<file path="src/rtl/pwm_pkg.sv">
`default_nettype none
// ============================================================================
// Module   : pwm_pkg
// Purpose  : Shared constants, pin-mode encoding and per-pin output helper
//            for the 8-channel PWM output stage.
// Revision : 1.0 - initial release
// ============================================================================
package pwm_pkg;

  // PWM counter width; duty resolution is 1/2**PWM_CNT_W
  localparam int PWM_CNT_W = 8;

  // Duty value that means "always high" instead of 255/256
  localparam logic [PWM_CNT_W-1:0] PWM_DUTY_MAX = 8'hFF;

  // Number of output pins
  localparam int PWM_NUM_CH = 8;

  // Default clk cycles per PWM counter step
  localparam int PWM_PRESCALE_DEFAULT = 12;

  // How a single pin is driven, decoded from its enable/mode bits
  typedef enum logic [1:0] {
    PIN_OFF    = 2'd0,
    PIN_STATIC = 2'd1,
    PIN_PWM    = 2'd2
  } pin_mode_e;

  // Decode one pin's enable and mode bits into a drive mode
  function automatic pin_mode_e pin_mode(input logic i_en, input logic i_pwm);
    pin_mode_e m;
    if (!i_en) begin
      m = PIN_OFF;
    end else if (i_pwm) begin
      m = PIN_PWM;
    end else begin
      m = PIN_STATIC;
    end
    return m;
  endfunction

  // Pin level for a given mode and the shared PWM compare result
  function automatic logic pin_level(input pin_mode_e i_mode, input logic i_raw);
    logic lvl;
    case (i_mode)
      PIN_STATIC: lvl = 1'b1;
      PIN_PWM:    lvl = i_raw;
      default:    lvl = 1'b0;
    endcase
    return lvl;
  endfunction

endpackage
`default_nettype wire

</file>
<file path="src/rtl/pwm_prescaler.sv">
`default_nettype none
// ============================================================================
// Module   : pwm_prescaler
// Purpose  : Free-running divider. Counts 0..PRESCALE-1 and asserts tick for
//            the single clk on which the count is PRESCALE-1. With
//            PRESCALE=1 tick is high every clk. Intended for reuse by other
//            timed peripherals.
// Revision : 1.0 - initial release
// ============================================================================
module pwm_prescaler #(
  parameter int PRESCALE = 12
) (
  input  logic clk,
  input  logic rst,
  output logic tick
);

  // Counter width; at least one bit so PRESCALE=1 still elaborates
  localparam int c_W = (PRESCALE > 1) ? $clog2(PRESCALE) : 1;
  localparam logic [c_W-1:0] c_LAST = c_W'(PRESCALE - 1);

  logic [c_W-1:0] r_cnt;
  logic           w_tick;

  // Terminal count detect; combinational so the tick lands on count==LAST
  always_comb begin
    w_tick = (r_cnt == c_LAST);
  end

  // Divider count, wrapping to zero on the tick cycle
  always_ff @(posedge clk or posedge rst) begin
    if (rst) begin
      r_cnt <= '0;
    end else if (w_tick) begin
      r_cnt <= '0;
    end else begin
      r_cnt <= r_cnt + c_W'(1);
    end
  end

  assign tick = w_tick;

endmodule
`default_nettype wire

</file>
<file path="src/rtl/pwm_generator.sv">
`default_nettype none
// ============================================================================
// Module   : pwm_generator
// Purpose  : Drives 8 output pins from the enable / mode / duty registers.
//            A shared PWM counter, stepped by pwm_prescaler, is compared
//            against a shadowed duty value. Each pin is off, static high or
//            PWM-modulated.
// Options  : PWM_SHADOW_UPDATE_EN - when defined, shadow registers reload
//            only at the counter wrap (and on the first clk after reset),
//            giving glitch-free period boundaries. When undefined they
//            reload every clk and changes apply after one register delay.
// Revision : 1.0 - initial release
// ============================================================================
module pwm_generator
  import pwm_pkg::*;
#(
  parameter int PRESCALE = PWM_PRESCALE_DEFAULT,
  parameter int CNT_W    = PWM_CNT_W
) (
  input  logic                  clk,
  input  logic                  rst,
  input  logic [PWM_NUM_CH-1:0] en_out,
  input  logic [PWM_NUM_CH-1:0] en_pwm,
  input  logic [CNT_W-1:0]      duty,
  output logic [PWM_NUM_CH-1:0] pwm_out,
  output logic                  period_start
);

  localparam logic [CNT_W-1:0] c_CNT_MAX = '1;

  logic                  w_tick;
  logic                  w_wrap;
  logic                  w_load;
  logic                  w_raw;
  logic [PWM_NUM_CH-1:0] w_pin_next;

  logic [CNT_W-1:0]      r_pwm_cnt;
  logic                  r_period_start;
  logic [PWM_NUM_CH-1:0] r_en_s;
  logic [PWM_NUM_CH-1:0] r_pwm_s;
  logic [CNT_W-1:0]      r_duty_s;
  logic [PWM_NUM_CH-1:0] r_pwm_out;

  pwm_prescaler #(
    .PRESCALE (PRESCALE)
  ) u_prescaler (
    .clk  (clk),
    .rst  (rst),
    .tick (w_tick)
  );

  // Wrap is the tick that takes the counter from its max value back to 0
  always_comb begin
    w_wrap = w_tick & (r_pwm_cnt == c_CNT_MAX);
  end

  // Shared PWM counter, one step per prescaler tick, natural mod-2**CNT_W wrap
  always_ff @(posedge clk or posedge rst) begin
    if (rst) begin
      r_pwm_cnt <= '0;
    end else if (w_tick) begin
      r_pwm_cnt <= r_pwm_cnt + CNT_W'(1);
    end
  end

  // Period marker: high for the clk on which the counter reads 0 after a wrap
  always_ff @(posedge clk or posedge rst) begin
    if (rst) begin
      r_period_start <= 1'b0;
    end else begin
      r_period_start <= w_wrap;
    end
  end

`ifdef PWM_SHADOW_UPDATE_EN
  logic r_first;

  // First-clk-after-reset flag so the shadows pick up the inputs immediately
  always_ff @(posedge clk or posedge rst) begin
    if (rst) begin
      r_first <= 1'b1;
    end else begin
      r_first <= 1'b0;
    end
  end

  // Reload only at a period boundary, so a period is never cut or stretched
  always_comb begin
    w_load = r_first | w_wrap;
  end
`else
  // Reload every clk; input changes show up after one register delay
  always_comb begin
    w_load = 1'b1;
  end
`endif

  // Shadow copies of the inputs used by the compare stage
  always_ff @(posedge clk or posedge rst) begin
    if (rst) begin
      r_en_s   <= '0;
      r_pwm_s  <= '0;
      r_duty_s <= '0;
    end else if (w_load) begin
      r_en_s   <= en_out;
      r_pwm_s  <= en_pwm;
      r_duty_s <= duty;
    end
  end

  // Shared compare; the max duty is forced high to avoid a 1-step low glitch
  always_comb begin
    w_raw = (r_duty_s == c_CNT_MAX) | (r_pwm_cnt < r_duty_s);
  end

  // Per-pin drive level from the shadowed enable/mode bits
  always_comb begin
    w_pin_next = '0;
    for (int i = 0; i < PWM_NUM_CH; i++) begin
      w_pin_next[i] = pin_level(pin_mode(r_en_s[i], r_pwm_s[i]), w_raw);
    end
  end

  // Registered pin outputs
  always_ff @(posedge clk or posedge rst) begin
    if (rst) begin
      r_pwm_out <= '0;
    end else begin
      r_pwm_out <= w_pin_next;
    end
  end

  assign pwm_out      = r_pwm_out;
  assign period_start = r_period_start;

endmodule
`default_nettype wire

</file>
<file path="config.mk">
export PLATFORM = sky130hd
export DESIGN_NAME = pwm_generator
export DESIGN_NICKNAME = d
export VERILOG_FILES = /design/src/rtl/pwm_pkg.sv /design/src/rtl/pwm_prescaler.sv /design/src/rtl/pwm_generator.sv
export SDC_FILE = /design/constraint.sdc
export NUM_CORES = 1
export LEC_CHECK = 0
export CAP_MARGIN = 20
export CORE_ASPECT_RATIO = 1.25
export CORE_MARGIN = 4
export CORE_UTILIZATION = 30
export DETAILED_ROUTE_END_ITERATION = 6
export PLACE_DENSITY = 0.54
export SLEW_MARGIN = 15
export SYNTH_ARGS = -nofsm -noshare
export SYNTH_HDL_FRONTEND = slang
export SYNTH_HIERARCHICAL = 1
export SYNTH_SLANG_ARGS = --single-unit
</file>
<file path="constraint.sdc">
create_clock -name clk -period 2.2 [get_ports clk]
set_input_delay 0.44 -clock clk [delete_from_list [all_inputs] [get_ports clk]]
set_output_delay 0.44 -clock clk [all_outputs]
set_load 0.02 [all_outputs]
</file>
==> flow_summary.json, run 1 <==
{
  "status": "complete, no violations",
  "rsz0062_at_grt": "no",
  "synth_commonest_cells": "dfrtp_1, ha_1, inv_1",
  "core_sq_um": 5410,
  "grt_max_degree": 42,
  "wire_per_inst_um": 13.0,
  "num_rows": 30,
  "die_w_um": 74.5,
  "ir_worst_vdd_mv": 0.436,
  "hold_viol": 0,
  "path_max_fanout": 8,
  "numCtsBuffers": 5,
  "period_minus_slack_ns": 1.80,
  "slew_headroom": 0.664,
  "worstMarginPinSlew_ns": 0.503,
  "cp-start-kind": "flop",
  "synth-edff-count": 0,
  "gp_congestion": 0.788,
  "synth_top_flop_cell": "dfrtp_1",
  "clockRootBuffer": "clkbuf_8",
  "holdBufCountCts": 0,
  "syn_avg_cell_area_sq_um": 14.8,
  "yosysMostFrequentCell": "dfrtp_1",
  "fill_cells": 521,
  "die-area_sq_um": 6800,
  "critPathRequiredTime_ns": 2.35,
  "initial_core_util": 0.307,
  "grt_usage": 0.0949,
  "finClkSkew_ns": 0.00608,
  "max_cap_viol_count": 0,
  "multi_input_area_sq_um": 500,
  "async_reset_ff_frac": 1.00,
  "synth.distinct_cells": 28,
  "postCtsSetupBuffers": 0,
  "power.density_nw_per_um2": 675,
  "drive_above_1_share": 0.0968,
  "ys_ff_latch": 45,
  "via_per_inst": 4.47,
  "cts_resized": 0,
  "port_buffers": 34,
  "clk_pin_slew_ns": 0.08,
  "power_uw": 1470,
  "dr.pass1.iters": 4,
  "drcViolationCount": 0,
  "synth_top_area_share": 0.678,
  "drtIter0Drc": 29,
  "synth_top_area_cell": "dfrtp_1",
  "place_hpwl_mm": 2.08,
  "finalInstanceArea_sq_um": 2180,
  "arrival_ns": 1.96,
  "grt_pass1_vias": 1146,
  "synth_area_sq_um": 1660,
  "drt-total-wl_mm": 2.84,
  "antenna_left": 0,
  "grt_remaining_overflow": 0,
  "vias": 979,
  "seq_area_sq_um": 1130,
  "n_antenna_cell": 0,
  "yosys_warnings": 6,
  "clock_sinks": 45,
  "synth_nets": 147,
  "worstSetupPathType": "flop to flop",
  "slew_viol_final": 0,
  "synth_cells": 112,
  "place_area_sq_um": 2090,
  "antenna_found_initial": 0,
  "grt_pass1_wl_mm": 4.99,
  "ctsHtreeMaxLevel": 2,
  "final_nets": 189,
  "tritoncts": "yes",
  "p_leak_uw": 0.000992,
  "hold_class": "input port to asynchronous set/reset pin",
  "clock_latency_ns": 0.29,
  "area_delta_synth_final_pct": 31.0,
  "synthTopCellsByArea": "dfrtp_1, ha_1, a21boi_1, xnor2_1, inv_1",
  "cts.path.max_buffers": 2,
  "timing.fmax_mhz": 555,
  "setup_tns_ns": 0,
  "worst_setup_path_end_kind": "flop",
  "pin_count": 35,
  "fin_crit_sh": 0.820,
  "dp_cells": 211,
  "yosysSeqAreaShare": 0.678,
  "die_h_um": 91.2,
  "setup_viol": 0,
  "stdcell_count": 219
}
==> report_power, final <==
group          internal, uW  switching, uW
clock network           224            265
registers               856           10.6
logic                  66.4           47.2
==> sequential cells by signal (all words and copies together), names as in the netlist <==
register	cells
r_en_s	8
period_start	1
u_prescaler/r_cnt	4
r_duty_s	8
r_pwm_s	8
r_pwm_cnt	8
pwm_out	8
==> area by class of cell <==
cell class / count / share of cell area
clock buffer: 6 / 0.0334
clock inverter: 2 / 0.00690
inverter: 9 / 0.0155
multi-input combinational: 58 / 0.230
sequential: 45 / 0.518
tap: 64 / 0.0368
timing repair buffer: 35 / 0.160
==> logic make-up after synthesis <==
family | count (synthesis) | synth area share
AO/OA/AOI/OAI | 16 | 0.0980
XOR/XNOR | 7 | 0.0369
adder cells (fa/ha/maj) | 9 | 0.0678
buffers and inverters | 9 | 0.0203
flip-flops | 45 | 0.678
multiplexers | 2 | 0.0158
AND/OR/NAND/NOR | 24 | 0.0829
==> metrics by stage <==
stage | util | worst slack [ns] | hold WS (ns)
after floorplan | - | 0.631 | 0.206
after global placement | 0.386 | 0.481 | 0.396
after detailed placement | 0.386 | 0.410 | 0.404
after CTS | 0.403 | 0.374 | 0.362
after global routing | 0.403 | 0.294 | 0.398
final | 0.403 | 0.397 | 0.366
==> worst max-delay path, stage by stage (launching register included) <==
cell,delay (ns)
dfrtp_1,0.43
ha_1,0.33
and4_1,0.20
o21ai_1,0.10
o32ai_4,0.47
a21boi_1,0.13
==> path summary, 6_finish.rpt <==
| check | from | to | slack (ns) | cells past startpoint |
|---|---|---|---|---|
| worst max-delay path | r_pwm_cnt[5] | pwm_out[2] | 0.40 | 5 |
| worst min-delay path | rst | u_prescaler/r_cnt[0] | 0.37 | 2 |
| worst max register to register | r_pwm_cnt[5] | pwm_out[2] | 0.40 | 5 |
| worst min register to register | r_pwm_s[6] | pwm_out[6] | 0.41 | 1 |
| max in group asynchronous | rst | pwm_out[3] | 1.25 | 3 |
| min in group clk | r_pwm_s[6] | pwm_out[6] | 0.41 | 1 |
==> placed cells by master, fill, tap and decap left out, drive strengths merged <==
master and n:
and3 1, and2 1, nand2 5, nand2b 2
nand4 5, clkinvlp 2, a21boi 8, o32ai 1
and4 1, a41o 1, buf 1, a21o 1
dfrtp 45, xor2 3, clkbuf 6, and3b 1
xnor2 4, o221ai 1, ha 9, o21ai 1
clkdlybuf4s50 34, a2111oi 1, inv 9, a21oi 1
mux2 2, nand4b 1, nor2 7, o21a 1
==> metal layers <==
metal	vias to the layer above	wire length, um	track usage
met5	-	0	0
li1	464	-	-
met3	5	152	0.0321
met4	0	36	0.0267
met1	482	1110	0.105
met2	28	1540	0.168
Note: power is estimated with default switching activity, not from simulation.
==> inputs of run 2 (changes only) <==
--- a/config.mk
+++ b/config.mk
@@ -10,7 +10,7 @@
 export CORE_MARGIN = 4
 export CORE_UTILIZATION = 30
 export DETAILED_ROUTE_END_ITERATION = 6
-export PLACE_DENSITY = 0.54
+export PLACE_DENSITY = 0.56
 export SLEW_MARGIN = 15
 export SYNTH_ARGS = -nofsm -noshare
 export SYNTH_HDL_FRONTEND = slang
==> constraint.sdc (replaced) <==
create_clock -name clk -period 1.54 [get_ports clk]
set_input_delay 0.308 -clock clk [delete_from_list [all_inputs] [get_ports clk]]
set_output_delay 0.308 -clock clk [all_outputs]
set_load 0.02 [all_outputs]
==> run 2 against run 1 <==
The flow now finishes with violations (setup timing). Critical path depth rose by 1. Combinational power grew 54%. Sequential share of layout area decreased by 4.9 points. First-iteration DRC count decreased by 34%. Largest cell class unchanged. Highest routed layer unchanged.
==> flow_summary.json, run 2 (synthesized netlist as in run 1, its figures left out) <==
{
  "status": "complete, but fails checks",
  "violations": "setup timing",
  "cts.path.max_buffers": 2,
  "worstSetupPathType": "flop to flop",
  "wl_met1_mm": 1.09,
  "grt_remaining_overflow": 0,
  "ctsHtreeMaxLevel": 2,
  "setup_tns_ns": -0.0117,
  "dr.pass1.iters": 4,
  "vias": 1047,
  "grt_pass1_wl_mm": 5.15,
  "rsz0062_at_grt": "yes",
  "place_hpwl_mm": 2.22,
  "tritoncts": "yes",
  "cp-start-kind": "flop",
  "final_nets": 204,
  "slew_viol_final": 0,
  "worstMarginPinSlew_ns": 0.359,
  "drive_above_1_share": 0.260,
  "p_leak_uw": 0.00112,
  "timing.fmax_mhz": 648,
  "die_w_um": 74.5,
  "power.density_nw_per_um2": 936,
  "wire_per_inst_um": 12.8,
  "r2r_end": "pwm_out[7]",
  "seq_area_sq_um": 1130,
  "fin_crit_sh": 1.00,
  "pin_count": 35,
  "path_max_fanout": 8,
  "hold_class": "input port to asynchronous set/reset pin",
  "initial_core_util": 0.307,
  "finalInstanceArea_sq_um": 2400,
  "multi_input_area_sq_um": 579,
  "antenna_found_initial": 0,
  "core_sq_um": 5410,
  "clock_latency_ns": 0.29,
  "area_delta_synth_final_pct": 44.6,
  "n_antenna_cell": 0,
  "port_buffers": 34,
  "drtIter0Drc": 19,
  "worst_setup_path_end_kind": "flop",
  "max_cap_viol_count": 0,
  "via_per_inst": 4.49,
  "arrival_ns": 1.72,
  "finClkSkew_ns": 0.00716,
  "drt-total-wl_mm": 2.98,
  "clock_sinks": 45,
  "met3_length_um": 170,
  "critPathRequiredTime_ns": 1.72,
  "dp_worst_setup_slack_ns": -0.125,
  "grt_usage": 0.100,
  "place_area_sq_um": 2210,
  "layout_commonest_cell": "dfrtp_1",
  "dr_wl_met2_mm": 1.68,
  "antenna_left": 0,
  "clk_pin_slew_ns": 0.08,
  "r2r_cells": 6,
  "hold_viol": 0,
  "numCtsBuffers": 5,
  "clockRootBuffer": "clkbuf_8",
  "period_minus_slack_ns": 1.54,
  "holdBufCountCts": 0,
  "r2r-start": "r_pwm_cnt[7]",
  "die_h_um": 91.2,
  "num_rows": 30,
  "ir_worst_vdd_mv": 0.614,
  "grt_pass1_vias": 1224,
  "grt_max_degree": 42,
  "gp_congestion": 0.756,
  "slew_headroom": 0.761,
  "setup_viol": 4,
  "regToRegSetupSlack_ns": -0.004,
  "drcViolationCount": 0,
  "final_cell_mix": "dfrtp_1, clkdlybuf4s50_1, buf_4",
  "postLayoutSetupSlackWorst_ns": -0.00397,
  "die-area_sq_um": 6800,
  "fill_cells": 499,
  "highest_layer": "met4"
}
[run 2: metal layers]
metal,GRT usage,vias up
met4,0.0415,0
met3,0.0343,5
met2,0.176,36
met5,0,-
met1,0.105,515
li1,-,491
[run 2: worst max path at each step]
stage | from | to | slack (ns) | depth (start not counted)
after global placement | r_pwm_cnt[7] | pwm_out[0] | -0.03 | 6
after global routing | r_pwm_cnt[7] | pwm_out[7] | -0.07 | 6
final | r_pwm_cnt[7] | pwm_out[7] | -0.004 | 6
after CTS | r_pwm_cnt[1] | pwm_out[6] | -0.08 | 5
after detailed placement | r_pwm_cnt[7] | pwm_out[5] | -0.12 | 6
after floorplan | r_pwm_cnt[5] | pwm_out[1] | 0.006 | 5
[run 2: repair_timing]
item,CTS,global route
setup endpoints to repair,16,10
gates resized for setup,14,8
setup buffers,1,4
pin swaps,3,7
[run 2: power by group]
| group | total, uW | leakage, uW | internal (uW) | switching (uW) |
|---|---|---|---|---|
| Sequential | 1240 | 0.000545 | 1220 | 16.6 |
| Clock | 833 | 0.0000540 | 471 | 362 |
| Combinational | 175 | 0.000524 | 102 | 73.4 |
[run 2: worst max-delay path, stage by stage (launching register included)]
cell and delay [ns]:
dfrtp_1 0.42, ha_4 0.29, and4_1 0.20, o21ai_2 0.07, o32ai_4 0.24, buf_12 0.17
a21boi_2 0.05
[run 2: through the flow]
step	utilization	power (uW)	hold slack, ns	std cells
after global placement	0.410	1430	0.401	224
after detailed placement	0.410	1440	0.410	224
final	0.444	2250	0.224	233
after CTS	0.434	2290	0.223	231
after global routing	0.444	2360	0.255	233
after floorplan	-	1320	0.0741	112
[run 2: layout make-up]
type / count / share of cell area
well taps: 64 / 0.0334
multi-input cells: 58 / 0.241
flip-flops and latches: 45 / 0.469
clock inverters: 2 / 0.0146
clock buffers: 5 / 0.0287
repair buffers: 50 / 0.199
inverters: 9 / 0.0141
==> inputs of run 3 (changes only) <==
--- a/config.mk
+++ b/config.mk
@@ -16,3 +16,4 @@
 export SYNTH_HDL_FRONTEND = slang
 export SYNTH_HIERARCHICAL = 1
 export SYNTH_SLANG_ARGS = --single-unit
+export TNS_END_PERCENT = 5
==> run 3 against run 2 <==
The flow now finishes without violations. Die area unchanged. Routed wire length increased by 0.13%. Clock-buffer cell count is the same. Total power grew 0.15%. Clock power barely moved. Via count is 0.86% lower. Worst setup slack improved by 0.0073 ns. Sequential share of layout area up 0.15 points. Final cell count fell by 0.43%. Hold slack worse by 0.0026 ns. First-iteration DRC count up 11%. Register-to-register slack about the same. Critical path type unchanged. Critical endpoint unchanged.
==> flow_summary.json, run 3 (synthesized netlist as in run 1, its figures left out) <==
{
  "regToRegSetupSlack_ns": 0.003,
  "vias": 1038,
  "final_nets": 203,
  "utilization": 0.443,
  "worstSetupPathType": "flop to flop",
  "p_comb_frac": 0.078,
  "tritoncts": "yes",
  "p_switching_uw": 455,
  "ir_worst_vdd_mv": 0.615,
  "grt_remaining_overflow": 0,
  "period_minus_slack_ns": 1.54,
  "grt_pass1_vias": 1224,
  "power_uw": 2250,
  "power.density_nw_per_um2": 941,
  "die-area_sq_um": 6800,
  "grtUsageMet2": 0.176,
  "crit_family": "flip-flops",
  "finalInstanceArea_sq_um": 2390,
  "dr.pass1.iters": 4,
  "hold_class": "input port to asynchronous set/reset pin",
  "crit_chain": "ha_4, and4_1, o21ai_2, o32ai_4, buf_12, a21boi_2",
  "layout_commonest_cell": "dfrtp_1",
  "fill_cells": 499,
  "numCtsBuffers": 5,
  "p_seq_frac": 0.551,
  "wire_per_inst_um": 12.9,
  "drt-total-wl_mm": 2.98,
  "multi_input_area_sq_um": 579,
  "die_w_um": 74.5,
  "via_per_inst": 4.47,
  "grt_pass1_wl_mm": 5.15,
  "switching_share": 0.202,
  "clock_sinks": 45,
  "max_cap_viol_count": 0,
  "drive_above_1_share": 0.262,
  "met3_usage": 0.0343,
  "hold-worst-slack_ns": 0.222,
  "timing.fmax_mhz": 651,
  "final_cell_mix": "dfrtp_1, clkdlybuf4s50_1, buf_4",
  "critPathRequiredTime_ns": 1.72,
  "area_delta_synth_final_pct": 44.2,
  "place_area_sq_um": 2210,
  "n_antenna_cell": 0,
  "cpMaxStageDelayCell": "dfrtp_1",
  "grt_usage": 0.100,
  "busiest_layer": "met2",
  "antenna_left": 0,
  "clkPwrFrac": 0.371,
  "cellInternalPower_uw": 1800,
  "setup_viol": 0,
  "pin_count": 35,
  "r2r_cells": 6,
  "rsz0062_at_grt": "yes",
  "r2r-start": "r_pwm_cnt[7]",
  "slew_viol_final": 0,
  "arrival_ns": 1.72,
  "clockRootBuffer": "clkbuf_8",
  "place_hpwl_mm": 2.22,
  "setup_tns_ns": 0,
  "path_buf_inv": 1,
  "initial_core_util": 0.307,
  "drcViolationCount": 0,
  "grt_util_met1": 0.105,
  "core_sq_um": 5410,
  "gp_congestion": 0.756,
  "antenna_found_initial": 0,
  "status": "complete, no violations",
  "die_h_um": 91.2,
  "ctsHtreeMaxLevel": 2,
  "r2r_end": "pwm_out[7]",
  "port_buffers": 34,
  "worstMarginPinSlew_ns": 0.361,
  "p_leak_uw": 0.00112,
  "cts.path.max_buffers": 2,
  "cp-start-kind": "flop",
  "fin_crit_sh": 0.998,
  "finClkSkew_ns": 0.00755,
  "path_max_fanout": 8,
  "hold_viol": 0,
  "max_stage_delay_ns": 0.42,
  "grt_max_degree": 42,
  "drtIter0Drc": 21,
  "seq_area_sq_um": 1130,
  "slew_headroom": 0.759,
  "clock_latency_ns": 0.29,
  "worst_setup_path_end_kind": "flop",
  "num_rows": 30,
  "clk_pin_slew_ns": 0.08
}
-- run 3: timing repair --
action	CTS	global route
setup buffers	1	3
hold buffers	0	0
endpoints found under the setup margin	16	10
hold endpoints to repair	0	0
resized for setup	14	9
pin swaps	3	5
-- run 3: power groups by stage --
stage / clock [uW] / combinational (uW) / sequential (uW)
floorplan: 0 / 50.8 / 1270
global placement: 0 / 172 / 1260
detailed placement: 0 / 176 / 1260
CTS: 875 / 173 / 1240
global route: 920 / 193 / 1240
finish: 836 / 175 / 1240
-- run 3: routing by layer --
layer | up-vias | wire length (um)
li1 | 488 | -
met4 | 0 | 42
met5 | - | 0
met3 | 6 | 176
met2 | 36 | 1650
met1 | 508 | 1110
-- run 3: cell type report --
class                           instances  share of cell area
Clock buffer                            5              0.0288
Multi-Input combinational cell         58               0.242
Sequential cell                        45               0.470
Clock inverter                          2              0.0146
Inverter                                9              0.0141
Timing Repair Buffer                   49               0.197
Tap cell                               64              0.0335
-- run 3: stage by stage --
| step | cells | setup slack [ns] |
|---|---|---|
| final | 232 | 0.00328 |
| after global routing | 232 | -0.0696 |
| after global placement | 224 | -0.0298 |
| after floorplan | 112 | 0.00631 |
| after detailed placement | 224 | -0.125 |
| after CTS | 231 | -0.0782 |
-- run 3: worst max path at each step --
stage,startpoint,end,slack [ns],cells after the start
final,r_pwm_cnt[7],pwm_out[7],0.003,6
after global routing,r_pwm_cnt[7],pwm_out[7],-0.07,6
after CTS,r_pwm_cnt[1],pwm_out[6],-0.08,5
after detailed placement,r_pwm_cnt[7],pwm_out[5],-0.12,6
after global placement,r_pwm_cnt[7],pwm_out[0],-0.03,6
after floorplan,r_pwm_cnt[5],pwm_out[1],0.006,5
-- run 3: worst register-to-register path: stages, from the launching register on --
cell and delay [ns]:
dfrtp_1 0.42, ha_4 0.29, and4_1 0.19, o21ai_2 0.07, o32ai_4 0.24, buf_12 0.17
a21boi_2 0.05
